## config.mk

```make
export PLATFORM = sky130hd
export DESIGN_NAME = hazard_ctrl
export DESIGN_NICKNAME = d
export VERILOG_FILES = /design/src/rtl/hazard_ctrl_pkg.sv /design/src/rtl/hazard_ctrl_detect.sv /design/src/rtl/hazard_ctrl.sv
export SDC_FILE = /design/constraint.sdc
export NUM_CORES = 1
export LEC_CHECK = 0
export BUFFER_PORTS_ARGS = -buffer_cell sky130_fd_sc_hd__clkbuf_2
export CAP_MARGIN = 40
export CORE_UTILIZATION = 25
export DETAILED_ROUTE_END_ITERATION = 16
export MAX_ROUTING_LAYER = met4
export PLACE_DENSITY = 0.63
export REMOVE_ABC_BUFFERS = 1
export SYNTH_ARGS = -nofsm -noshare
export SYNTH_HDL_FRONTEND = slang
export SYNTH_SLANG_ARGS = --single-unit
```

## constraint.sdc

```tcl
create_clock -name clk -period 1.55 [get_ports clk]
set_input_delay 0.155 -clock clk [delete_from_list [all_inputs] [get_ports clk]]
set_output_delay 0.155 -clock clk [all_outputs]
set_load 0.02 [all_outputs]
```

## src/rtl/hazard_ctrl_pkg.sv

```systemverilog
// Shared constants for the hazard controller: RV32I opcodes and FSM state encodings.
package hazard_ctrl_pkg;

  localparam logic [6:0] OPC_LUI    = 7'b0110111;
  localparam logic [6:0] OPC_AUIPC  = 7'b0010111;
  localparam logic [6:0] OPC_JAL    = 7'b1101111;
  localparam logic [6:0] OPC_JALR   = 7'b1100111;
  localparam logic [6:0] OPC_BRANCH = 7'b1100011;
  localparam logic [6:0] OPC_LOAD   = 7'b0000011;
  localparam logic [6:0] OPC_STORE  = 7'b0100011;
  localparam logic [6:0] OPC_OP_IMM = 7'b0010011;
  localparam logic [6:0] OPC_OP     = 7'b0110011;

  localparam logic [1:0] HZ_STATE_RUN     = 2'd0;
  localparam logic [1:0] HZ_STATE_MC_WAIT = 2'd1;
  localparam logic [1:0] HZ_STATE_FLUSH   = 2'd2;

endpackage

```

## src/rtl/hazard_ctrl_detect.sv

```systemverilog
// Combinational load-use detector: decodes which ID sources are read and compares them to the EX load destination.
module hazard_detect
  import hazard_ctrl_pkg::*;
(
  input  logic       id_valid_i,
  input  logic [6:0] id_opcode_i,
  input  logic [4:0] id_rs1_addr_i,
  input  logic [4:0] id_rs2_addr_i,
  input  logic       ex_valid_i,
  input  logic [4:0] ex_rd_addr_i,
  input  logic       ex_mem_read_i,
  output logic       load_use_o
);

  logic rs1_used;
  logic rs2_used;

  always_comb begin
    rs1_used = !((id_opcode_i == OPC_LUI) || (id_opcode_i == OPC_AUIPC) ||
                 (id_opcode_i == OPC_JAL));
    rs2_used = (id_opcode_i == OPC_OP) || (id_opcode_i == OPC_STORE) ||
               (id_opcode_i == OPC_BRANCH);
    // A non-zero rd also excludes x0 sources from matching.
    load_use_o = id_valid_i && ex_valid_i && ex_mem_read_i && (ex_rd_addr_i != 5'd0) &&
                 ((rs1_used && (id_rs1_addr_i == ex_rd_addr_i)) ||
                  (rs2_used && (id_rs2_addr_i == ex_rd_addr_i)));
  end

endmodule

```

## src/rtl/hazard_ctrl.sv

```systemverilog
// Pipeline hazard controller: load-use stalls, redirect flushes and multi-cycle EX holds.
// Define HAZARD_PERF_EN to build the stall/flush performance counters.
module hazard_ctrl
  import hazard_ctrl_pkg::*;
#(
  parameter int unsigned FLUSH_CYCLES = 1,
  parameter int unsigned MC_TIMEOUT   = 64
) (
  input  logic        clk,
  input  logic        rst,
  input  logic        id_valid_i,
  input  logic [6:0]  id_opcode_i,
  input  logic [4:0]  id_rs1_addr_i,
  input  logic [4:0]  id_rs2_addr_i,
  input  logic        ex_valid_i,
  input  logic [4:0]  ex_rd_addr_i,
  input  logic        ex_mem_read_i,
  input  logic        ex_branch_taken_i,
  input  logic        ex_mc_start_i,
  input  logic        mc_done_i,
  output logic        pc_we_o,
  output logic        if_id_we_o,
  output logic        id_ex_we_o,
  output logic        if_id_flush_o,
  output logic        id_ex_flush_o,
  output logic        ex_mem_bubble_o,
  output logic        mc_timeout_o,
  output logic [1:0]  state_o,
  output logic [31:0] stall_cnt_o,
  output logic [31:0] flush_cnt_o
);

  localparam logic [2:0] FLUSH_RELOAD = 3'(FLUSH_CYCLES - 1);
  localparam logic [7:0] TIMER_LAST   = 8'(MC_TIMEOUT - 1);

  logic [1:0] state_q, state_d;
  logic [2:0] flush_left_q, flush_left_d;
  logic [7:0] timer_q, timer_d;
  logic       load_use;

  hazard_detect u_detect (
    .id_valid_i    (id_valid_i),
    .id_opcode_i   (id_opcode_i),
    .id_rs1_addr_i (id_rs1_addr_i),
    .id_rs2_addr_i (id_rs2_addr_i),
    .ex_valid_i    (ex_valid_i),
    .ex_rd_addr_i  (ex_rd_addr_i),
    .ex_mem_read_i (ex_mem_read_i),
    .load_use_o    (load_use)
  );

  always_comb begin
    state_d         = state_q;
    flush_left_d    = flush_left_q;
    timer_d         = timer_q;
    pc_we_o         = 1'b1;
    if_id_we_o      = 1'b1;
    id_ex_we_o      = 1'b1;
    if_id_flush_o   = 1'b0;
    id_ex_flush_o   = 1'b0;
    ex_mem_bubble_o = 1'b0;
    mc_timeout_o    = 1'b0;

    case (state_q)
      HZ_STATE_RUN: begin
        if (ex_branch_taken_i) begin
          if_id_flush_o = 1'b1;
          id_ex_flush_o = 1'b1;
          if (FLUSH_CYCLES > 1) begin
            state_d      = HZ_STATE_FLUSH;
            flush_left_d = FLUSH_RELOAD;
          end
        end else if (ex_mc_start_i) begin
          // A start with done in the same cycle completes with no stall.
          if (!mc_done_i) begin
            pc_we_o         = 1'b0;
            if_id_we_o      = 1'b0;
            id_ex_we_o      = 1'b0;
            ex_mem_bubble_o = 1'b1;
            state_d         = HZ_STATE_MC_WAIT;
            timer_d         = '0;
          end
        end else if (load_use) begin
          pc_we_o       = 1'b0;
          if_id_we_o    = 1'b0;
          id_ex_flush_o = 1'b1;
        end
      end
      HZ_STATE_MC_WAIT: begin
        timer_d = timer_q + 8'd1;
        if (mc_done_i) begin
          state_d = HZ_STATE_RUN;
        end else if (timer_q == TIMER_LAST) begin
          mc_timeout_o = 1'b1;
          state_d      = HZ_STATE_RUN;
        end else begin
          pc_we_o         = 1'b0;
          if_id_we_o      = 1'b0;
          id_ex_we_o      = 1'b0;
          ex_mem_bubble_o = 1'b1;
        end
      end
      HZ_STATE_FLUSH: begin
        if_id_flush_o = 1'b1;
        id_ex_flush_o = 1'b1;
        if (ex_branch_taken_i) begin
          flush_left_d = FLUSH_RELOAD;
        end else if (flush_left_q == 3'd1) begin
          state_d = HZ_STATE_RUN;
        end else begin
          flush_left_d = flush_left_q - 3'd1;
        end
      end
      default: state_d = HZ_STATE_RUN;
    endcase

    if (rst) begin
      state_d         = HZ_STATE_RUN;
      flush_left_d    = '0;
      timer_d         = '0;
      pc_we_o         = 1'b0;
      if_id_we_o      = 1'b0;
      id_ex_we_o      = 1'b0;
      if_id_flush_o   = 1'b1;
      id_ex_flush_o   = 1'b1;
      ex_mem_bubble_o = 1'b0;
      mc_timeout_o    = 1'b0;
    end
  end

  always_ff @(posedge clk) begin
    state_q      <= state_d;
    flush_left_q <= flush_left_d;
    timer_q      <= timer_d;
  end

  assign state_o = state_q;

`ifdef HAZARD_PERF_EN
  logic [31:0] stall_cnt_q, stall_cnt_d;
  logic [31:0] flush_cnt_q, flush_cnt_d;

  always_comb begin
    stall_cnt_d = stall_cnt_q + {31'd0, !pc_we_o};
    flush_cnt_d = flush_cnt_q + {31'd0, if_id_flush_o};
    if (rst) begin
      stall_cnt_d = '0;
      flush_cnt_d = '0;
    end
  end

  always_ff @(posedge clk) begin
    stall_cnt_q <= stall_cnt_d;
    flush_cnt_q <= flush_cnt_d;
  end

  assign stall_cnt_o = stall_cnt_q;
  assign flush_cnt_o = flush_cnt_q;
`else
  assign stall_cnt_o = '0;
  assign flush_cnt_o = '0;
`endif

endmodule

```

Yosys cells after proc, flatten, opt, wreduce, memory -nomap -nowiden
Cells that the tools add are included.
{"block": "word_totals", "latch_bits": 0, "word_cells": 86, "memories": 0, "ramBits": 0, "register_bits": 13, "out_inout_bits": 73, "romBits": 0}
{"block": "op_classes", "mux": 44, "bitwise_logic": 0, "n_mul": 0, "n_reduce_logical": 18, "div_mod_pow": 0, "shift": 0, "add_sub_neg": 2, "eq_ne": 19, "magnitude_cmp": 0}
{"cell": "1-bit two-way mux", "count": 25}
{"cell": "8-bit two-way mux", "count": 3}
{"cell": "7-bit by 6-bit equality test with 1-bit output, second input constant", "count": 3}
{"cell": "8-bit one-hot mux with 2 select lines", "count": 1}
{"cell": "7-bit equality test, second input constant", "count": 2}
{"cell": "2-bit two-way mux", "count": 7}
{"cell": "2-bit inequality test, second input constant", "count": 6}
{"cell": "5-bit equality test", "count": 2}
{"cell": "1-bit one-hot mux with 2 select lines", "count": 5}
{"cell": "8-bit by 1-bit adder with 8-bit output, second input constant", "count": 1}
{"cell": "8-bit by 6-bit equality test with 1-bit output, second input constant", "count": 1}
{"cell": "7-bit by 5-bit equality test with 1-bit output, second input constant", "count": 1}
{"cell": "1-bit logical AND", "count": 6}
{"cell": "3-bit two-way mux", "count": 2}
{"cell": "2-bit one-hot mux with 3 select lines", "count": 1}
{"cell": "6-bit AND reduction", "count": 1}
{"cell": "1-bit logical OR", "count": 5}
{"cell": "5-bit nonzero test", "count": 1}
{"cell": "4-bit AND reduction", "count": 1}
{"cell": "3-bit by 1-bit equality test with 1-bit output, second input constant", "count": 1}
{"cell": "3-bit inequality test, second input constant", "count": 1}
{"cell": "3-bit by 1-bit subtractor with 3-bit output, second input constant", "count": 1}
{"cell": "2-bit by 1-bit equality test with 1-bit output, second input constant", "count": 1}
{"cell": "2-bit equality test, second input constant", "count": 1}
{"cell": "other kinds (4)", "count": 4}

Logic depth before layout (Yosys ltp)
Gate-level depths: netlist of the first run.
{"block": "depth", "ltp_word": 12, "mapped_depth": 6, "ltp_nobuf": 5}

By module
Synthesis of the first run repeated with hierarchy kept, for this count alone.
{"block": "hier_totals", "cells_unflattened": 157, "hier_area_um2": 1222.4}
{"module": "hazard_ctrl", "n_inst": 1, "cells_each": 134, "seq_area_each_um2": 180.2, "area_per_inst_um2": 1048.5}
{"module": "hazard_detect", "n_inst": 1, "cells_each": 23, "seq_area_each_um2": 0.0, "area_per_inst_um2": 173.9}

Least setup slack after synthesis of the first run
Ideal clock, no wire load.
{"block": "synth_path", "path_kind": "flip-flop to output port", "start": "register timer_q[0]", "end": "output pc_we_o", "stages_incl_launch_ff": 7, "arrival_time_ps": 1718, "required_ps": 1395, "setup_slack_ps": -323, "path_cell_list": "dfxtp_1 ha_1 nand3_2 or3_4 a31oi_4 o21a_1 buf_4"}
{"block": "synth_between", "elab_chain_cells": 5}
{"item": "start: declaration", "line": "hazard_ctrl.sv:38", "source": "logic [7:0] timer_q, timer_d;"}
{"item": "start signal: assignment", "line": "hazard_ctrl.sv:134", "source": "timer_q <= timer_d;"}
{"item": "8-bit by 6-bit equality test with 1-bit output", "line": "hazard_ctrl.sv:93", "source": "end else if (timer_q == TIMER_LAST) begin"}
{"item": "1-bit two-way mux (2 in a row)"}
{"item": "1-bit one-hot mux with 2 select lines"}
{"item": "1-bit two-way mux"}
{"item": "end: declaration", "line": "hazard_ctrl.sv:21", "source": "output logic pc_we_o,"}
No other way between the ends.

Worst setup path in the final report of the first run
{"block": "layout_path", "start": "register timer_q[5]", "end": "output id_ex_we_o"}
{"block": "layout_between", "elab_chain_cells": 5}
{"item": "8-bit by 6-bit equality test with 1-bit output", "line": "hazard_ctrl.sv:93"}
{"item": "1-bit two-way mux", "line": "hazard_ctrl.sv:93"}
{"item": "1-bit two-way mux", "line": "hazard_ctrl.sv:91", "source": "if (mc_done_i) begin"}
{"item": "1-bit one-hot mux with 2 select lines", "line": "hazard_ctrl.sv:64", "source": "case (state_q)"}
{"item": "1-bit two-way mux", "line": "hazard_ctrl.sv:117", "source": "if (rst) begin"}
{"item": "end: declaration", "line": "hazard_ctrl.sv:23", "source": "output logic id_ex_we_o,"}
No other way between the ends.

==> results of run 1 <==
==> registers in the layout, indices dropped and copies added, names as in the netlist <==
signal	cells
state_o	1
timer_q	8
==> where the power goes <==
group / internal [mW] / total [mW] / switching (mW)
clock network: 0.180 / 0.277 / 0.0972
logic: 0.0907 / 0.319 / 0.229
registers: 0.235 / 0.237 / 0.00238
total: 0.505 / 0.833 / 0.328
==> Yosys cell counts, drive strengths merged <==
library cell	instances	share of area
nand3	7	0.035
o21a	1	0.0065
xor2	8	0.061
nor3b	4	0.026
nand4	3	0.016
inv	2	0.0065
ha	1	0.011
a21o	2	0.013
mux2i	1	0.0087
buf	67	0.43
nand2	3	0.0098
o21ai	1	0.0043
a31oi	2	0.024
nor4	3	0.016
or3b	1	0.0076
xnor2	7	0.053
a21oi	3	0.016
nor2	9	0.029
conb	1	0.0033
a22oi	1	0.0065
nand2b	1	0.0054
and3	1	0.0054
dfxtp	9	0.16
nor3	3	0.013
or3	2	0.016
or4	1	0.0065
o221ai	1	0.0076
==> final timing paths <==
check	slack [ns]	endpoint	start	cells past startpoint
max reg2reg	0.06	timer_q[6]	timer_q[5]	6
max	-0.30	id_ex_we_o	timer_q[5]	7
min reg2reg	0.50	timer_q[6]	timer_q[6]	2
min	0.22	state_o[0]	mc_done_i	2
==> final cells by class <==
type | count | area, um^2
Inverter | 2 | 7.51
Clock buffer | 4 | 45.0
Multi-Input combinational cell | 131 | 776
Timing Repair Buffer | 55 | 347
Sequential cell | 9 | 186
Tap cell | 52 | 65.1
Fill cell | 487 | 2960
==> repair_timing <==
action	4_1_cts	5_1_grt
endpoints found under the setup margin	6	6
setup buffers	2	1
pin swaps	2	2
gates resized for setup	15	10
==> kinds of logic (layout without fill, tap and decap cells) <==
logic type | Yosys count | in the layout | share of synthesized area
adders and majority gates | 1 | 1 | 0.0109
buffers and inverters | 69 | 61 | 0.441
AOI/OAI and AO/OA | 11 | 11 | 0.0783
xor gates and xnor gates | 15 | 15 | 0.114
and+or+nand+nor | 38 | 38 | 0.187
muxes | 1 | 1 | 0.00870
DFF | 9 | 9 | 0.157
other | 1 | 65 | 0.00326
==> metrics by stage <==
stage          TNS [ns]  utilization  std cells
3_5_place_dp     -0.491        0.286        246
3_3_place_gp     -0.436        0.286        246
2_1_floorplan    -0.734            -        142
4_1_cts           -1.38        0.312        252
5_1_grt           -1.70        0.325        253
6_report          -1.30        0.325        253
==> worst register-to-register path, cell delays in order (launching register included) <==
cell     delay (ns)
dfxtp_2        0.32
and3_4         0.19
nand3_2        0.08
buf_4          0.14
buf_4          0.12
or3_2          0.43
a21oi_1        0.15
==> metal layers <==
| metal | part of all wire | vias to the layer above |
|---|---|---|
| met5 | 0 | - |
| met3 | 0.067 | 5 |
| li1 | - | 465 |
| met2 | 0.51 | 53 |
| met1 | 0.41 | 415 |
| met4 | 0.012 | 0 |
==> Implementation_results.wiki, run 1 <==
{| class="wikitable"
! Metric !! Value
|-
| Proportion of synthesized chip area in sequential cells || 0.157
|-
| Final ANT Viol Nets || 0
|-
| Most common cell after layout, fill and taps aside || conb_1
|-
| Weighted congestion reported at the end of routability-driven placement || 0.787
|-
| Slowest Stage Delay on Critical Path || 0.38 ns
|-
| Static Leakage || 0.713 nW
|-
| Num Clock Sinks || 9
|-
| Share of post-route cells with drive strength above 1 || 0.388
|-
| Number of global-route vias before repair || 837
|-
| Setup repair after global routing missed its margin || yes
|-
| Final setup violation count || 5
|-
| Peak ir drop on the vdd network || 0.000207 V
|-
| Final instance area || 1430 um^2
|-
| Hold slack final || 0.215 ns
|-
| Worst setup slack before clock tree synthesis || -0.142 ns
|-
| Maximum number of pins on one net before global-route repair || 8
|-
| Mean post-synth cell area || 7.94 um^2
|-
| Grt total ovfl || 0
|-
| Die W || 69.9 um
|-
| Violations in the final reports || setup timing
|-
| List of cells traversed by the critical path || and3_4 > nand3_2 > or3_4 > a31oi_4 > buf_4 > buf_6 > clkbuf_8
|-
| Global-route usage over all layers || 0.0944
|-
| Area after DPL || 1250 um^2
|-
| Kind of cell adding the most delay to the critical path || simple AND/OR/NAND/NOR gates
|-
| H-tree depth || 1
|-
| Detailed-router iteration count before antenna repair || 4
|-
| Cell count after synthesis || 145
|-
| Detailed placement HPWL || 1920 um
|-
| Clock-pin slew reported for the worst setup and hold paths after clock tree synthesis || 0.05 ns
|-
| Busiest metal layer after global routing || met2
|-
| Worst Slack Setup Final || -0.300 ns
|-
| TritonCTS buffer count || 3
|-
| P per Cell Area || 584 nW/um^2
|-
| Initial core utilization || 0.263
|-
| Worst Path Max Fanout || 3
|-
| Count of nets after finishing || 233
|-
| Remaining routing DRC violations || 0
|-
| I/O pin total || 103
|-
| Routed vias/inst || 3.71
|-
| Max Slew Vio Count || 0
|-
| Share of the clock period used by the worst path after layout || 1.19
|-
| Synth-to-layout area growth || 23.9%
|-
| Clock tree from TritonCTS || built
|-
| Standard cell core area || 4380 um^2
|-
| Vertical die dimension || 69.9 um
|-
| Library cells used by synthesis || 32
|-
| Max Cap Viol || 0
|-
| Routed vias || 938
|-
| Cell with the biggest individual delay on the critical path || or3_4
|-
| Number of failing hold endpoints at the final stage || 0
|-
| Setup crit start kind || register
|-
| Crit path buffers/inverters || 3
|-
| Arrival time at the worst endpoint || 1.69 ns
|-
| Die area || 4880 um^2
|-
| Number of rows in the core area || 24
|-
| Cts-stage hold buffer count || 0
|-
| Antenna diodes || 0
|-
| GR Layer Usage met1 || 0.108
|-
| Top library cells by usage in the layout, fill and taps aside || 65 x conb_1, 33 x clkbuf_2, 19 x buf_4
|-
| Max Clock Skew || 0.00301 ns
|-
| Iter 0 DRT Violations || 27
|-
| Min cycle time layout || 1.85 ns
|-
| Total Power || 833 uW
|-
| Wire length of the first global-routing pass || 3620 um
|-
| Antenna violations before repair || 0
|-
| Req. time, crit path || 1.39 ns
|-
| Outcome || finished, violations left
|-
| Clock Path Buffers || 2
|-
| Hold/Removal Path Class || primary input to register
|-
| WL/cell || 9.19 um
|-
| Max Freq || 541 MHz
|-
| Clock network latency to the later pin of the worst-skew pair || 0.24 ns
|-
| Clock tree root buffer cell || clkbuf_8
|-
| Number of warning messages in the yosys log || 0
|-
| Number of port buffers || 37
|-
| Met2 usage in global routing || 0.154
|-
| Count of state elements after synthesis || 9
|-
| Met3 global-route usage || 0.0317
|-
| Critical Path End Type || primary output
|-
| Post-Synthesis Cell Area || 1150 um^2
|-
| Final routed wirelength across all metal layers || 2330 um
|-
| Type of the worst setup path || register to primary output
|}
Power figures use the tool's default switching activity.
==> inputs of run 2 (changes only) <==
--- a/config.mk
+++ b/config.mk
@@ -7,10 +7,10 @@
 export LEC_CHECK = 0
 export BUFFER_PORTS_ARGS = -buffer_cell sky130_fd_sc_hd__clkbuf_2
 export CAP_MARGIN = 40
-export CORE_UTILIZATION = 25
+export CORE_UTILIZATION = 34
 export DETAILED_ROUTE_END_ITERATION = 16
 export MAX_ROUTING_LAYER = met4
-export PLACE_DENSITY = 0.63
+export PLACE_DENSITY = 0.8
 export REMOVE_ABC_BUFFERS = 1
 export SYNTH_ARGS = -nofsm -noshare
 export SYNTH_HDL_FRONTEND = slang
==> Implementation_results.wiki, run 2 (same netlist as run 1, synthesis figures left out) <==
{| class="wikitable"
! Metric !! Value
|-
| Outcome || finished, violations left
|-
| Violations in the final reports || setup timing
|-
| Number of failing hold endpoints at the final stage || 0 (unchanged)
|-
| Die area || 3620 um^2 (-26%)
|-
| Cell with the biggest individual delay on the critical path || or3_4
|-
| Most common cell after layout, fill and taps aside || conb_1
|-
| TritonCTS buffer count || 3 (unchanged)
|-
| Detailed placement HPWL || 1820 um (-4.8%)
|-
| Final setup violation count || 5 (unchanged)
|-
| Clock tree from TritonCTS || built
|-
| Min cycle time layout || 1.89 ns (+0.0388 ns)
|-
| Maximum number of pins on one net before global-route repair || 8 (unchanged)
|-
| Busiest metal layer after global routing || met2
|-
| Clock tree root buffer cell || clkbuf_4
|-
| Share of post-route cells with drive strength above 1 || 0.371 (-0.0168)
|-
| Antenna violations before repair || 0 (unchanged)
|-
| Cts-stage hold buffer count || 0 (unchanged)
|-
| Vertical die dimension || 60.2 um (-14%)
|-
| Kind of cell adding the most delay to the critical path || simple AND/OR/NAND/NOR gates
|-
| Max Slew Vio Count || 0 (unchanged)
|-
| Remaining routing DRC violations || 0 (unchanged)
|-
| H-tree depth || 1 (unchanged)
|-
| Number of rows in the core area || 20 (-17%)
|-
| Final ANT Viol Nets || 0 (unchanged)
|-
| Multi-input gate area || 762 um^2 (-1.8%)
|-
| Wire length of the first global-routing pass || 3460 um (-4.4%)
|-
| Clock network latency to the later pin of the worst-skew pair || 0.27 ns (+0.03 ns)
|-
| Setup crit start kind || register
|-
| Met2 usage in global routing || 0.223 (+0.0691)
|-
| Final Core Density || 0.447 (+0.122)
|-
| Type of the worst setup path || register to primary output
|-
| WL/cell || 8.75 um (-4.8%)
|-
| Setup repair after global routing missed its margin || yes
|-
| I/O pin total || 103 (unchanged)
|-
| Iter 0 DRT Violations || 10 (-63%)
|-
| Clock-pin slew reported for the worst setup and hold paths after clock tree synthesis || 0.06 ns (about the same)
|-
| Share of the clock period used by the worst path after layout || 1.22 (+0.0250)
|-
| Clock Path Buffers || 2 (unchanged)
|-
| Die W || 60.2 um (-14%)
|-
| Weighted congestion reported at the end of routability-driven placement || 0.797 (+1.3%)
|-
| Grt total ovfl || 0 (unchanged)
|-
| Hold slack final || 0.172 ns (-0.0433 ns)
|-
| Worst Path Max Fanout || 3 (unchanged)
|-
| Register containing the most flip-flops in the final layout || timer_q
|-
| Static Leakage || 0.703 nW (-1.4%)
|-
| Num Clock Sinks || 9 (unchanged)
|-
| P per Cell Area || 529 nW/um^2 (-9.3%)
|-
| Number of global-route vias before repair || 839 (+0.24%)
|-
| Global-route usage over all layers || 0.134 (+0.0400)
|-
| Max Clock Skew || 0.00683 ns (+0.00382 ns)
|-
| Synth-to-layout area growth || 21.5%
|-
| Req. time, crit path || 1.39 ns (about the same)
|-
| Sequential cell area || 186 um^2 (unchanged)
|-
| Fillers || 320 (-34%)
|-
| Critical Path End Type || primary output
|-
| Count of nets after finishing || 234 (+0.43%)
|-
| Peak ir drop on the vdd network || 0.000181 V (-12%)
|-
| Arrival time at the worst endpoint || 1.73 ns (+0.04 ns)
|-
| Crit path buffers/inverters || 1 (-2)
|-
| Final routed wirelength across all metal layers || 2150 um (-7.4%)
|-
| Detailed-router iteration count before antenna repair || 4 (unchanged)
|-
| Routed vias || 948 (+1.1%)
|-
| Max reg flops || 8 (unchanged)
|-
| Standard cell core area || 3130 um^2 (-29%)
|-
| GR Layer Usage met1 || 0.147 (+0.0397)
|-
| Worst Slack Setup Final || -0.339 ns (-0.0388 ns)
|-
| Routed vias/inst || 3.85 (+3.9%)
|-
| List of cells traversed by the critical path || and3_4 > nand3_4 > or3_4 > a31oi_4 > o21a_1 > clkbuf_8
|-
| Slowest Stage Delay on Critical Path || 0.36 ns (-0.02 ns)
|-
| Max Cap Viol || 0 (unchanged)
|-
| Met3 global-route usage || 0.0216 (-0.0101)
|-
| Initial core utilization || 0.368 (+0.105)
|-
| Hold/Removal Path Class || primary input to register
|-
| Number of port buffers || 37 (unchanged)
|-
| Antenna diodes || 0 (unchanged)
|-
| Max Freq || 529 MHz (-2.1%)
|-
| Top library cells by usage in the layout, fill and taps aside || 65 x conb_1, 32 x clkbuf_2, 19 x buf_4
|}
-- run 2: cell types whose count changed in the layout (fill, tap and decap cells not counted), sizes merged --
| cell | before | now |
|---|---|---|
| buf | 20 | 22 |
| clkbuf | 39 | 38 |
-- run 2: metrics by stage --
stage / area [um^2] / setup TNS, ns / setup WS [ns] / cells / total power, mW
floorplan: 891 / -0.734 / -0.252 / 142 / 0.445
global placement: 1240 / -0.152 / -0.0596 / 238 / 0.531
detailed placement: 1240 / -0.362 / -0.116 / 238 / 0.533
CTS: 1310 / -1.58 / -0.354 / 242 / 0.732
global route: 1400 / -1.88 / -0.401 / 246 / 0.786
finish: 1400 / -1.57 / -0.339 / 246 / 0.741
-- run 2: area by class of cell --
cell class	count	share of cell area
well taps	44	0.0394
inverters	2	0.00537
clock buffers	4	0.0188
repair buffers	56	0.258
multi-input cells	131	0.545
flip-flops and latches	9	0.133
-- run 2: power breakdown --
part	switching (mW)	leakage (nW)	internal [mW]	total, mW
Combinational	0.224	0.612	0.0929	0.317
Sequential	0.00226	0.0752	0.234	0.236
Clock	0.0880	0.0150	0.0996	0.188
-- run 2: worst paths after layout --
kind | endpoint | startpoint | slack (ns) | cells past startpoint
worst max register to register | timer_q[6] | timer_q[5] | 0.17 | 5
worst min-delay path | timer_q[1] | rst | 0.17 | 2
worst min register to register | timer_q[6] | timer_q[6] | 0.51 | 2
worst max-delay path | if_id_we_o | timer_q[5] | -0.34 | 6
-- run 2: layer usage --
layer  part of all wire  up-vias
met3              0.050        4
met2               0.52       51
li1                   -      470
met5                  0        -
met1               0.41      423
met4              0.018        0
-- run 2: timing repair --
item                                    4_1_cts  5_1_grt
pin swaps                                     2        3
endpoints found under the setup margin        5        6
hold endpoints to repair                      0        0
gates resized for setup                      12       12
buffers inserted                              0        4
==> inputs of run 3 (changes only) <==
--- a/config.mk
+++ b/config.mk
@@ -8,6 +8,8 @@
 export BUFFER_PORTS_ARGS = -buffer_cell sky130_fd_sc_hd__clkbuf_2
 export CAP_MARGIN = 40
 export CORE_UTILIZATION = 34
+export CTS_BUF_LIST = sky130_fd_sc_hd__clkbuf_8 sky130_fd_sc_hd__clkbuf_16
+export CTS_CLUSTER_DIAMETER = 50
 export DETAILED_ROUTE_END_ITERATION = 16
 export MAX_ROUTING_LAYER = met4
 export PLACE_DENSITY = 0.8
==> Implementation_results.wiki, run 3 (same netlist as run 1, synthesis figures left out) <==
{| class="wikitable"
! Metric !! Value
|-
| Number of failing hold endpoints at the final stage || 0 (unchanged)
|-
| Antenna diodes || 0 (unchanged)
|-
| Routed vias/inst || 3.85 (-0.21%)
|-
| Share of post-route cells with drive strength above 1 || 0.371 (unchanged)
|-
| P per Cell Area || 581 nW/um^2 (+9.8%)
|-
| Register containing the most flip-flops in the final layout || timer_q
|-
| Detailed placement HPWL || 1820 um (unchanged)
|-
| Die area || 3620 um^2 (unchanged)
|-
| Worst Path Max Fanout || 3 (unchanged)
|-
| Initial core utilization || 0.368 (unchanged)
|-
| Clock tree from TritonCTS || built
|-
| Remaining routing DRC violations || 0 (unchanged)
|-
| Arrival time at the worst endpoint || 1.70 ns (-0.03 ns)
|-
| WL/cell || 8.83 um (+0.88%)
|-
| Fillers || 322 (+0.63%)
|-
| Cts-stage hold buffer count || 0 (unchanged)
|-
| Max Slew Vio Count || 0 (unchanged)
|-
| Final setup violation count || 5 (unchanged)
|-
| HP Start || rst
|-
| Routed vias || 946 (-0.21%)
|-
| Critical Path End Type || primary output
|-
| Clock-pin slew reported for the worst setup and hold paths after clock tree synthesis || 0.05 ns (about the same)
|-
| Depth of the worst register-to-register path || 5 (unchanged)
|-
| Iter 0 DRT Violations || 14 (+4)
|-
| Setup repair after global routing missed its margin || yes
|-
| Standard cell core area || 3130 um^2 (unchanged)
|-
| Launching element of the worst setup path || timer_q[5]
|-
| Number of port buffers || 37 (unchanged)
|-
| Peak ir drop on the vdd network || 0.000226 V (+25%)
|-
| Worst Slack Setup Final || -0.303 ns (+0.0357 ns)
|-
| Clock tree root buffer cell || clkbuf_8
|-
| Max reg flops || 8 (unchanged)
|-
| Setup crit start kind || register
|-
| Final Core Density || 0.453 (+0.00600)
|-
| Worst hold path depth || 2 (unchanged)
|-
| Detailed-router iteration count before antenna repair || 4 (unchanged)
|-
| Hold/Removal Path Class || primary input to register
|-
| Wire length of the first global-routing pass || 3460 um (unchanged)
|-
| Maximum number of pins on one net before global-route repair || 8 (unchanged)
|-
| Hold slack final || 0.210 ns (+0.0380 ns)
|-
| Reg2reg start || timer_q[5]
|-
| Min cycle time layout || 1.85 ns (-0.0357 ns)
|-
| H-tree depth || 1 (unchanged)
|-
| Final ANT Viol Nets || 0 (unchanged)
|-
| Number of rows in the core area || 20 (unchanged)
|-
| Antenna violations before repair || 0 (unchanged)
|-
| Clock Path Buffers || 2 (unchanged)
|-
| Count of nets after finishing || 234 (unchanged)
|-
| Synth-to-layout area growth || 23.2%
|-
| Weighted congestion reported at the end of routability-driven placement || 0.797 (unchanged)
|-
| Grt total ovfl || 0 (unchanged)
|-
| Static Leakage || 0.715 nW (+1.8%)
|-
| Violations in the final reports || setup timing
|-
| Vertical die dimension || 60.2 um (unchanged)
|-
| Max Cap Viol || 0 (unchanged)
|-
| Number of global-route vias before repair || 846 (+0.83%)
|-
| Outcome || finished, violations left
|-
| Die W || 60.2 um (unchanged)
|-
| I/O pin total || 103 (unchanged)
|-
| TritonCTS buffer count || 3 (unchanged)
|-
| Max Freq || 540 MHz (+1.9%)
|-
| Type of the worst setup path || register to primary output
|-
| Max Clock Skew || 0.00553 ns (-0.00130 ns)
|-
| Share of the clock period used by the worst path after layout || 1.20 (-0.0231)
|-
| Num Clock Sinks || 9 (unchanged)
|-
| Final routed wirelength across all metal layers || 2170 um (+0.88%)
|-
| Req. time, crit path || 1.39 ns (about the same)
|-
| Top library cells by usage in the layout, fill and taps aside || 65 x conb_1, 33 x clkbuf_2, 19 x buf_4
|-
| Most common cell after layout, fill and taps aside || conb_1
|-
| Clock network latency to the later pin of the worst-skew pair || 0.24 ns (-0.03 ns)
|-
| Global-route usage over all layers || 0.132 (-0.00230)
|}
==> run 3: layer usage <==
layer / vias up / global-route usage / share of wire
li1: 472 / - / -
met1: 424 / 0.147 / 0.41
met2: 48 / 0.229 / 0.53
met3: 2 / 0.0152 / 0.047
met4: 0 / 0.0664 / 0.014
met5: - / - / 0
==> run 3: layout make-up <==
class	count	area (um^2)	share of cell area
multi-input combinational	131	762	0.538
timing repair buffer	56	362	0.255
sequential	9	186	0.132
clock buffer	3	41.3	0.0291
inverter	2	7.51	0.00530
clock inverter	1	3.75	0.00265
tap	44	55.1	0.0388
==> run 3: stage by stage <==
step	setup slack [ns]	power (mW)	std cells	TNS (ns)	cell area, um^2
finish	-0.303	0.824	246	-1.39	1420
CTS	-0.313	0.818	242	-1.38	1340
global placement	-0.0596	0.531	238	-0.152	1240
detailed placement	-0.116	0.533	238	-0.362	1240
global route	-0.353	0.868	246	-1.65	1420
floorplan	-0.252	0.445	142	-0.734	891
==> run 3: repair_timing <==
action / in CTS / in global routing
setup buffers: 0 / 4
gates resized for setup: 13 / 10
setup endpoints to repair: 5 / 6
gates cloned: 0 / 0
pin swaps: 2 / 2
==> run 3: worst paths after layout <==
| check | endpoint | slack (ns) |
|---|---|---|
| max | if_id_we_o | -0.30 |
| max reg2reg | timer_q[6] | 0.18 |
| min | timer_q[1] | 0.21 |
| min reg2reg | timer_q[6] | 0.51 |
==> run 3: critical path, stage by stage, from the launching register on <==
cell and delay [ns]:
dfxtp_2 0.32, and3_4 0.20, nand3_4 0.07, or3_4 0.36, a31oi_4 0.15, o21a_1 0.19, clkbuf_8 0.16
==> run 3: power by group <==
group	internal [mW]	leakage, nW	total, mW	switching (mW)
registers	0.234	0.0752	0.237	0.00227
logic	0.0929	0.613	0.317	0.224
clock network	0.173	0.0269	0.270	0.0970
total	0.500	0.715	0.824	0.324
